$ cat config.mk
export PLATFORM = sky130hd
export DESIGN_NAME = glb_bank_responder
export DESIGN_NICKNAME = d
export VERILOG_FILES = /design/src/rtl/glb_bank_responder_pkg.sv /design/src/rtl/glb_bank_responder_wbuf.sv /design/src/rtl/glb_bank_responder.sv
export SDC_FILE = /design/constraint.sdc
export NUM_CORES = 1
export LEC_CHECK = 0
export BUFFER_PORTS_ARGS = -buffer_cell sky130_fd_sc_hd__buf_2
export CELL_PAD_IN_SITES_DETAIL_PLACEMENT = 1
export CELL_PAD_IN_SITES_GLOBAL_PLACEMENT = 1
export CORE_MARGIN = 5
export CORE_UTILIZATION = 36
export DETAILED_ROUTE_END_ITERATION = 8
export HOLD_SLACK_MARGIN = 0.08
export PLACE_DENSITY = 0.77
export SKIP_LAST_GASP = 1
export SLEW_MARGIN = 20
export SYNTH_ARGS = -nofsm -noshare
export SYNTH_HDL_FRONTEND = slang
export SYNTH_SLANG_ARGS = --single-unit
$ cat constraint.sdc
create_clock -name clk -period 2.13 [get_ports clk]
set_input_delay 0.3195 -clock clk [delete_from_list [all_inputs] [get_ports clk]]
set_output_delay 0.3195 -clock clk [all_outputs]
set_load 0.02 [all_outputs]
$ cat src/rtl/glb_bank_responder_pkg.sv
// Shared types and constants for the GLB bank endpoint of the wr/rdrq/rdrs switch protocol.
package glb_bank_responder_pkg;

  localparam int unsigned BANK_DATA_WIDTH      = 64;
  localparam int unsigned BANK_ADDR_WIDTH      = 17;
  localparam int unsigned BANK_STRB_WIDTH      = BANK_DATA_WIDTH / 8;
  localparam int unsigned BANK_WORD_ADDR_WIDTH = BANK_ADDR_WIDTH - 3;
  localparam int unsigned GLB_BANK_RD_LATENCY  = 3;

  typedef struct packed {
    logic                       wr_en;
    logic [BANK_STRB_WIDTH-1:0] wr_strb;
    logic [BANK_ADDR_WIDTH-1:0] wr_addr;
    logic [BANK_DATA_WIDTH-1:0] wr_data;
  } wr_packet_t;

  typedef struct packed {
    logic                       rd_en;
    logic [BANK_ADDR_WIDTH-1:0] rd_addr;
  } rdrq_packet_t;

  typedef struct packed {
    logic                       rd_data_valid;
    logic [BANK_DATA_WIDTH-1:0] rd_data;
  } rdrs_packet_t;

  typedef struct packed {
    logic [BANK_WORD_ADDR_WIDTH-1:0] addr;
    logic [BANK_STRB_WIDTH-1:0]      strb;
    logic [BANK_DATA_WIDTH-1:0]      data;
  } wbuf_entry_t;

  function automatic logic [BANK_WORD_ADDR_WIDTH-1:0] word_addr(input logic [BANK_ADDR_WIDTH-1:0] addr);
    return addr[BANK_ADDR_WIDTH-1:3];
  endfunction

  function automatic logic [BANK_DATA_WIDTH-1:0] strb_to_mask(input logic [BANK_STRB_WIDTH-1:0] strb);
    logic [BANK_DATA_WIDTH-1:0] mask;
    mask = '0;
    for (int unsigned b = 0; b < BANK_STRB_WIDTH; b++) begin
      mask[b*8 +: 8] = {8{strb[b]}};
    end
    return mask;
  endfunction

endpackage

$ cat src/rtl/glb_bank_responder_wbuf.sv
// Write buffer: shift FIFO (entry 0 oldest) with parallel address compare and per-byte forwarding merge.
module glb_bank_wbuf
  import glb_bank_responder_pkg::*;
#(
  parameter int unsigned DEPTH = 2
) (
  input  logic                            clk,
  input  logic                            reset,
  input  logic                            push,
  input  wbuf_entry_t                     push_entry,
  input  logic                            pop,
  output logic                            empty,
  output logic                            full,
  output wbuf_entry_t                     head,
  input  logic [BANK_WORD_ADDR_WIDTH-1:0] lookup_addr,
  output logic [BANK_STRB_WIDTH-1:0]      fwd_strb,
  output logic [BANK_DATA_WIDTH-1:0]      fwd_data
);

  wbuf_entry_t      ent     [DEPTH];
  wbuf_entry_t      ent_nxt [DEPTH];
  logic [DEPTH-1:0] vld;
  logic [DEPTH-1:0] vld_nxt;
  logic             placed;

  assign empty = !vld[0];
  assign full  = vld[DEPTH-1];
  assign head  = ent[0];

  // Pop shifts everything toward the head; push lands in the first free slot after the shift.
  always_comb begin
    ent_nxt = ent;
    vld_nxt = vld;
    placed  = 1'b0;
    if (pop) begin
      for (int i = 0; i < int'(DEPTH) - 1; i++) begin
        ent_nxt[i] = ent[i+1];
        vld_nxt[i] = vld[i+1];
      end
      ent_nxt[DEPTH-1] = '0;
      vld_nxt[DEPTH-1] = 1'b0;
    end
    if (push) begin
      for (int i = 0; i < int'(DEPTH); i++) begin
        if (!placed && !vld_nxt[i]) begin
          ent_nxt[i] = push_entry;
          vld_nxt[i] = 1'b1;
          placed     = 1'b1;
        end
      end
    end
  end

  always_ff @(posedge clk) begin
    if (reset) begin
      vld <= '0;
      for (int i = 0; i < int'(DEPTH); i++) begin
        ent[i] <= '0;
      end
    end else begin
      vld <= vld_nxt;
      ent <= ent_nxt;
    end
  end

  // Walk oldest to youngest so the youngest matching write owns each byte.
  always_comb begin
    fwd_strb = '0;
    fwd_data = '0;
    for (int i = 0; i < int'(DEPTH); i++) begin
      if (vld[i] && (ent[i].addr == lookup_addr)) begin
        for (int unsigned b = 0; b < BANK_STRB_WIDTH; b++) begin
          if (ent[i].strb[b]) begin
            fwd_strb[b]        = 1'b1;
            fwd_data[b*8 +: 8] = ent[i].data[b*8 +: 8];
          end
        end
      end
    end
  end

endmodule

$ cat src/rtl/glb_bank_responder.sv
// GLB bank endpoint: drives one single-port SRAM from switch wr/rdrq packets, returns rdrs at fixed latency.
module glb_bank_responder
  import glb_bank_responder_pkg::*;
#(
  parameter int unsigned WBUF_DEPTH = 2
) (
  input  logic                            clk,
  input  logic                            reset,
  input  wr_packet_t                      wr_packet,
  input  rdrq_packet_t                    rdrq_packet,
  output rdrs_packet_t                    rdrs_packet,
  output logic                            mem_cen,
  output logic                            mem_wen,
  output logic [BANK_WORD_ADDR_WIDTH-1:0] mem_addr,
  output logic [BANK_DATA_WIDTH-1:0]      mem_wdata,
  output logic [BANK_DATA_WIDTH-1:0]      mem_bwe,
  input  logic [BANK_DATA_WIDTH-1:0]      mem_rdata,
  output logic                            wbuf_ovf
);

  wr_packet_t                 s0_wr;
  rdrq_packet_t               s0_rd;
  logic                       rd_go;
  logic                       wr_direct;
  logic                       wr_enq;
  logic                       wb_push;
  logic                       wb_pop;
  logic                       wb_empty;
  logic                       wb_full;
  wbuf_entry_t                wb_head;
  wbuf_entry_t                s1_entry;
  logic [BANK_STRB_WIDTH-1:0] wb_fwd_strb;
  logic [BANK_DATA_WIDTH-1:0] wb_fwd_data;
  logic [BANK_STRB_WIDTH-1:0] s1_fwd_strb;
  logic [BANK_DATA_WIDTH-1:0] s1_fwd_data;
  logic                       s2_valid;
  logic [BANK_STRB_WIDTH-1:0] s2_fwd_strb;
  logic [BANK_DATA_WIDTH-1:0] s2_fwd_data;
  logic [BANK_DATA_WIDTH-1:0] s2_mask;
  logic [BANK_DATA_WIDTH-1:0] s2_rdata;

  always_ff @(posedge clk) begin
    if (reset) begin
      s0_wr <= '0;
      s0_rd <= '0;
    end else begin
      s0_wr <= wr_packet;
      s0_rd <= rdrq_packet;
    end
  end

  // S1 port arbitration: read, then oldest buffered write, then the fresh write if nothing is queued.
  always_comb begin
    rd_go          = s0_rd.rd_en;
    s1_entry.addr  = word_addr(s0_wr.wr_addr);
    s1_entry.strb  = s0_wr.wr_strb;
    s1_entry.data  = s0_wr.wr_data;
    wb_pop         = !rd_go && !wb_empty;
    wr_direct      = s0_wr.wr_en && !rd_go && wb_empty;
    wr_enq         = s0_wr.wr_en && !wr_direct;
    wb_push        = wr_enq && !wb_full;
    mem_cen        = 1'b0;
    mem_wen        = 1'b0;
    mem_addr       = '0;
    mem_wdata      = '0;
    mem_bwe        = '0;
    if (rd_go) begin
      mem_cen  = 1'b1;
      mem_addr = word_addr(s0_rd.rd_addr);
    end else if (wb_pop) begin
      mem_cen   = 1'b1;
      mem_wen   = 1'b1;
      mem_addr  = wb_head.addr;
      mem_wdata = wb_head.data;
      mem_bwe   = strb_to_mask(wb_head.strb);
    end else if (wr_direct) begin
      mem_cen   = 1'b1;
      mem_wen   = 1'b1;
      mem_addr  = s1_entry.addr;
      mem_wdata = s1_entry.data;
      mem_bwe   = strb_to_mask(s1_entry.strb);
    end
  end

  glb_bank_wbuf #(
    .DEPTH (WBUF_DEPTH)
  ) u_wbuf (
    .clk         (clk),
    .reset       (reset),
    .push        (wb_push),
    .push_entry  (s1_entry),
    .pop         (wb_pop),
    .empty       (wb_empty),
    .full        (wb_full),
    .head        (wb_head),
    .lookup_addr (word_addr(s0_rd.rd_addr)),
    .fwd_strb    (wb_fwd_strb),
    .fwd_data    (wb_fwd_data)
  );

  // The write being enqueued this cycle is younger than every buffered entry, so it overlays last.
  always_comb begin
    s1_fwd_strb = wb_fwd_strb;
    s1_fwd_data = wb_fwd_data;
    if (wb_push && (s1_entry.addr == word_addr(s0_rd.rd_addr))) begin
      for (int unsigned b = 0; b < BANK_STRB_WIDTH; b++) begin
        if (s1_entry.strb[b]) begin
          s1_fwd_strb[b]        = 1'b1;
          s1_fwd_data[b*8 +: 8] = s1_entry.data[b*8 +: 8];
        end
      end
    end
  end

  always_ff @(posedge clk) begin
    if (reset) begin
      s2_valid    <= 1'b0;
      s2_fwd_strb <= '0;
      s2_fwd_data <= '0;
      wbuf_ovf    <= 1'b0;
    end else begin
      s2_valid    <= rd_go;
      s2_fwd_strb <= rd_go ? s1_fwd_strb : '0;
      s2_fwd_data <= rd_go ? s1_fwd_data : '0;
      wbuf_ovf    <= wbuf_ovf | (wr_enq && wb_full);
    end
  end

  assign s2_mask  = strb_to_mask(s2_fwd_strb);
  assign s2_rdata = (mem_rdata & ~s2_mask) | (s2_fwd_data & s2_mask);

  always_ff @(posedge clk) begin
    if (reset || !s2_valid) begin
      rdrs_packet <= '0;
    end else begin
      rdrs_packet.rd_data_valid <= 1'b1;
      rdrs_packet.rd_data       <= s2_rdata;
    end
  end

endmodule

==> out/results.txt, run 1 <==
origin of the critical flop-to-flop path -> s0_wr[76]
Clock Sinks -> 415
Yosys cell types -> 38
failing checks -> negative setup slack
largest family of logic cells by synthesized area -> simple AND/OR/NAND/NOR gates
adder and majority cell fraction of the synthesized area -> 0
Placeable Area -> 0.04775 mm²
status -> finished with violations
worst hold margin -> 0.1540 ns
via count -> 17799
CP required -> 1.81 ns
Final #Nets -> 2668
Clock transition at path regs -> 0.07 ns
total power divided by cell area -> 771.3 mW/mm²
R2R Setup Slk -> -0.04 ns
Max Root-Sink Buffers -> 3
Util after Layout -> 0.5233
hold depth -> 3
final cell count without fillers -> 3148
Worst slew margin -> 0.4477
max-slew violation count -> 0
Simple-Gate Fraction of Synth Area -> 0.2221
Post-DRT Antenna Nets -> 0
TritonCTS buffer count -> 46
mux share of post-synthesis cell area -> 0.03691
1st-pass router iterations -> 5
share of cells above drive strength 1 -> 0.2759
critical path endpoint category -> output port
Hold Crit Endpoint -> rdrs_packet[2]
Worst setup SP type -> flop
clock root buffer -> clkbuf_16
Mean Syn Cell Area -> 8.677 µm²
Crit Reg-Reg Endpoint -> s2_fwd_data[33]
initial core utilization -> 0.3635
register area share after synthesis -> 0.4787
die height -> 229.6 µm
DPL Wire Length -> 43000 µm
CP arrival -> 2.05 ns
Peak Freq -> 421.4 MHz
Vias per Instance -> 5.654
RSZ-0062 raised after global routing -> yes
commonest non-fill, non-tap cell in the layout -> dfxtp_1
Synth Area in XOR/XNOR -> 0.02120
Synth Area in Compound Gates -> 0.1781
min Tclk post-route -> 2.373 ns
Mapped Area -> 0.01735 mm²
P&R area growth vs syn -> 43.97%
GRT Residual Overflow -> 0
max cap viols -> 0
CTS tree -> yes
insertion delay to the later sink of the worst-skew pair -> 0.58 ns
Slew @ Worst Pin -> 0.8285 ns
DRC errors left -> 0
vias in the first global route -> 19312
final worst-path setup slack -> -0.2428 ns
Die W -> 229.6 µm
largest net degree at the start of global routing -> 101
initial antenna violation count -> 2
R2R cell count -> 6
Final Wtd Congestion -> 0.8159
fin crit share -> 1.114
global-route wire length before repair -> 113600 µm
Routed WL -> 74630 µm
commonest non-fill, non-tap cells in the layout -> dfxtp_1 (398), nand2_1 (329), buf_2 (246), dlygate4sd3_1 (166), nand3_1 (157)
number of synthesized flops with an enable pin -> 0
Pleak -> 9.371 nW
I/O pins -> 384
ys flop type -> dfxtp_1
Final Hold Viols -> 0
clk_skew -> 0.01877 ns
FF+latch count, synth -> 415
IO Port Bufs -> 377
Ys Warns -> 0
Starting DRT DRC Count -> 1322
die area -> 0.05270 mm²
row cnt -> 80
maximum vdd drop -> 577.0 µV
Crit Path Class -> flop to output port
final setup fails -> 149
hold crit path type -> primary input to flop
syn_nets -> 2174
htree depth -> 2
global-route usage over all layers -> 0.2683
Critical Path Fanout Max -> 8
hold_sp -> mem_rdata[2]
Placed Cells incl. Taps -> 2871
Avg WL per Cell -> 23.71 µm
post-synthesis cell count -> 2000
Async SR Flop Fraction -> 0
==> synth_stat cells (57+ instances only) <==
library cell	instances	area, µm²
dfxtp_1	415	8308
nand2_1	329	1235
nand3_1	165	825.8
nor2_1	152	570.6
clkbuf_1	141	529.3
a21oi_1	107	535.5
nor2b_1	105	656.9
a311oi_1	86	753.2
a22o_1	72	630.6
mux2i_1	64	640.6
o31ai_1	64	480.5
buf_4	57	427.9
==> timing repair <==
item	4_1_cts	5_1_grt
resized for setup	244	99
endpoints found under the setup margin	209	206
hold buffers	166	0
hold endpoints to repair	177	0
buffers inserted	15	7
cloned	3	3
pin swaps	42	32
==> cell families after synthesis <==
group                     count (synthesis)
AOI/OAI and AO/OA                       434
xor gates and xnor gates                 42
buffers and inverters                   230
DFF                                     415
muxes                                    64
and+or+nand+nor                         815
==> sequential cells by signal, indices dropped and copies added (netlist names) <==
| register | count |
|---|---|
| s0_rd | 14 |
| wbuf_ovf | 1 |
| u_wbuf.head | 86 |
| rd_go | 1 |
| u_wbuf.ent | 86 |
| u_wbuf.vld | 2 |
| s2_fwd_data | 64 |
| s0_wr | 87 |
| rdrs_packet | 65 |
| s2_valid | 1 |
| s2_fwd_strb | 8 |
==> critical path: stages, from the launching register on <==
cell and delay, ns:
dfxtp_4 0.36, buf_8 0.13, nor3b_4 0.17, buf_4 0.17, buf_12 0.14, buf_12 0.14, a22o_1 0.17, buf_2 0.18
==> power by group <==
part	internal, mW	total (mW)	switching [mW]
sequential	7.96	8.19	0.234
clock	5.73	9.22	3.49
combinational	0.886	1.86	0.976
==> per-stage QoR <==
stage               cell area (µm²)  setup slack (ns)  total power [mW]  setup TNS, ns
global route                  24980           -0.3131             19.89         -35.68
global placement              20140          -0.09764             9.629         -2.900
CTS                           24550           -0.2719             19.21         -27.12
floorplan                     17360           0.01147             9.032              0
finish                        24980           -0.2428             19.27         -24.43
detailed placement            20140           -0.1846             9.681         -5.424
==> worst max-delay path by stage <==
| stage | startpoint | end | slack [ns] | depth (start not counted) |
|---|---|---|---|---|
| floorplan | u_wbuf.vld[0] | mem_bwe[10] | 0.01 | 7 |
| global placement | s0_rd[4] | s2_fwd_data[46] | -0.1 | 6 |
| detailed placement | s0_rd[4] | s2_fwd_data[18] | -0.18 | 6 |
| CTS | u_wbuf.vld[0] | mem_wdata[59] | -0.27 | 6 |
| global route | u_wbuf.vld[0] | mem_bwe[57] | -0.31 | 7 |
| finish | u_wbuf.vld[0] | mem_wdata[61] | -0.24 | 7 |
==> layout make-up <==
class / instances / area (µm²)
fillers: 5300 / 22760
multi-input cells: 1355 / 8413
flip-flops and latches: 415 / 8337
repair buffers: 673 / 5694
clock buffers: 65 / 1374
well taps: 615 / 769.5
clock inverters: 19 / 377.9
inverters: 3 / 11.26
diodes: 3 / 7.507
==> routing by layer <==
metal | vias to the layer above | wire length, µm | GRT usage
met2 | 704 | 37930 | 0.4755
met5 | - | 0 | 0
li1 | 8031 | - | -
met1 | 8884 | 29890 | 0.3273
met4 | 0 | 2680 | 0.1032
met3 | 180 | 4130 | 0.04174
Note: power is estimated with default switching activity, not from simulation.
==> inputs of run 2 (changes only) <==
==> constraint.sdc (replaced) <==
create_clock -name clk -period 2.13 [get_ports clk]
set_input_delay 0.3195 -clock clk [delete_from_list [all_inputs] [get_ports clk]]
set_output_delay 0.3195 -clock clk [all_outputs]
set_load 0.1 [all_outputs]
==> out/results.txt, run 2 (synthesis results as in run 1) <==
final cell count without fillers -> 3147 (-0.032%)
vias in the first global route -> 19921 (+3.2%)
max reg flops -> 87 (unchanged)
row cnt -> 80 (unchanged)
Crit Path Class -> flop to output port
GRT Residual Overflow -> 0 (unchanged)
Avg WL per Cell -> 26.74 µm (+13%)
CP arrival -> 2.11 ns (+0.06 ns)
die area -> 0.05270 mm² (unchanged)
clk_skew -> 0.02373 ns (+0.004964 ns)
Post-DRT Antenna Nets -> 0 (unchanged)
Peak Freq -> 411.4 MHz (-2.4%)
Final #Nets -> 2671 (+0.11%)
IO Port Bufs -> 377 (unchanged)
Slew @ Worst Pin -> 0.7986 ns (-0.02983 ns)
commonest non-fill, non-tap cells in the layout -> dfxtp_1 (403), nand2_1 (329), buf_2 (232), buf_12 (177), dlygate4sd3_1 (166)
commonest non-fill, non-tap cell in the layout -> dfxtp_1
Crit path top cell by count -> buf_12
htree depth -> 2 (unchanged)
Final Hold Viols -> 0 (unchanged)
max-slew violation count -> 0 (unchanged)
Placeable Area -> 0.04775 mm² (unchanged)
CP required -> 1.81 ns (about the same)
fin crit share -> 1.141 (+0.02730)
Vias per Instance -> 5.949 (+5.2%)
Fill cells -> 5135 (-3.1%)
critical path endpoint category -> output port
delay-heaviest family, CP -> buffers and inverters
Post-Place Worst Slack -> -0.2456 ns (-0.06095 ns)
Crit path depth -> 5 (-2)
Clock transition at path regs -> 0.06 ns (about the same)
initial core utilization -> 0.3635 (unchanged)
Util after Layout -> 0.5672 (+0.04397)
hold depth -> 3 (unchanged)
failing checks -> negative setup slack
slowest library cell on the worst path -> dfxtp_4
Top reg by flops -> s0_wr
Pleak -> 9.910 nW (+5.7%)
Die W -> 229.6 µm (unchanged)
RSZ-0062 raised after global routing -> yes
placed cell areas -> 0.02259 mm² (+12%)
final setup fails -> 208 (+40%)
status -> finished with violations
Routed WL -> 84160 µm (+13%)
P&R area growth vs syn -> 56.06%
min Tclk post-route -> 2.431 ns (+0.05814 ns)
share of cells above drive strength 1 -> 0.3058 (+0.02992)
CTS tree -> yes
I/O pins -> 384 (unchanged)
crit-path cells -> nor3b_4 -> buf_12 -> buf_16 -> a22o_4 -> buf_12
Critical Path Fanout Max -> 8 (unchanged)
R2R cell count -> 8 (+2)
die height -> 229.6 µm (unchanged)
final worst-path setup slack -> -0.3010 ns (-0.05814 ns)
total power divided by cell area -> 711.9 mW/mm² (-7.7%)
Clock Sinks -> 415 (unchanged)
Worst setup SP type -> flop
max cap viols -> 0 (unchanged)
insertion delay to the later sink of the worst-skew pair -> 0.59 ns (about the same)
Placed Cells incl. Taps -> 2862 (-0.31%)
design area -> 0.02708 mm² (+8.4%)
DRC errors left -> 0 (unchanged)
global-route usage over all layers -> 0.2827 (+0.01447)
maximum vdd drop -> 531.2 µV (-7.9%)
Final Wtd Congestion -> 0.8352 (+2.4%)
Max Root-Sink Buffers -> 3 (unchanged)
Starting DRT DRC Count -> 1763 (+33%)
initial antenna violation count -> 1 (-1)
Worst slew margin -> 0.4676 (+0.01989)
largest net degree at the start of global routing -> 157 (+55%)
Largest stage delay, worst path -> 0.38 ns (+0.02 ns)
hold crit path type -> primary input to flop
DPL Wire Length -> 45030 µm (+4.7%)
worst path bufs/invs -> 3 (-2)
via count -> 18720 (+5.2%)
worst hold margin -> 0.3394 ns (+0.1854 ns)
1st-pass router iterations -> 8 (+3)
Final Total Pwr -> 19.28 mW (about the same)
TritonCTS buffer count -> 47 (+2.2%)
clock root buffer -> clkbuf_16
TNS Setup -> -43.59 ns (-19.16 ns)
global-route wire length before repair -> 118900 µm (+4.7%)
==> run 2: changes by cell type in the layout (fill, tap and decap cells not counted), sizes merged <==
cell	before	now
clkinvlp	4	2
buf	502	499
diode	3	1
bufbuf	0	2
or4	9	10
clkinv	2	12
bufinv	10	3
==> run 2: worst paths after layout <==
path | startpoint | end | slack (ns)
worst max-delay path | rd_go | mem_bwe[9] | -0.30
worst min-delay path | reset | s0_wr[82] | 0.34
worst max register to register | s0_wr[67] | s2_fwd_data[53] | -0.26
worst min register to register | u_wbuf.ent[26] | s2_fwd_data[26] | 0.48
==> run 2: final cells by class <==
class | instances | area (µm²) | share of cell area
clock buffers | 63 | 1328 | 0.04902
multi-input cells | 1356 | 9065 | 0.3347
repair buffers | 674 | 7372 | 0.2722
flip-flops and latches | 415 | 8333 | 0.3077
clock inverters | 20 | 202.7 | 0.007484
diodes | 1 | 2.502 | 0.00009240
inverters | 3 | 11.26 | 0.0004158
well taps | 615 | 769.5 | 0.02841
==> run 2: where the power goes <==
group | internal [mW] | switching (mW)
registers | 7.96 | 0.268
clock network | 4.75 | 3.53
logic | 1.09 | 1.68
total | 13.8 | 5.49
==> run 2: timing repair <==
item / 4_1_cts / 5_1_grt
resized for setup: 31 / 108
gates cloned: 3 / 12
pin swaps: 10 / 40
hold buffers: 166 / 0
hold endpoints to repair: 166 / 0
setup endpoints to repair: 215 / 209
buffers inserted: 12 / 8
==> run 2: layer usage <==
| layer | up-vias | wire length (µm) | global-route usage |
|---|---|---|---|
| li1 | 8049 | - | - |
| met4 | 0 | 4063 | 0.1073 |
| met2 | 1016 | 43070 | 0.5154 |
| met5 | - | 0 | 0 |
| met1 | 9361 | 30990 | 0.3288 |
| met3 | 294 | 6037 | 0.05177 |
==> run 2: tightest hold or removal path: stages <==
cell and delay (ns):
buf_8 0.11, buf_12 0.25, nor2b_1 0.17
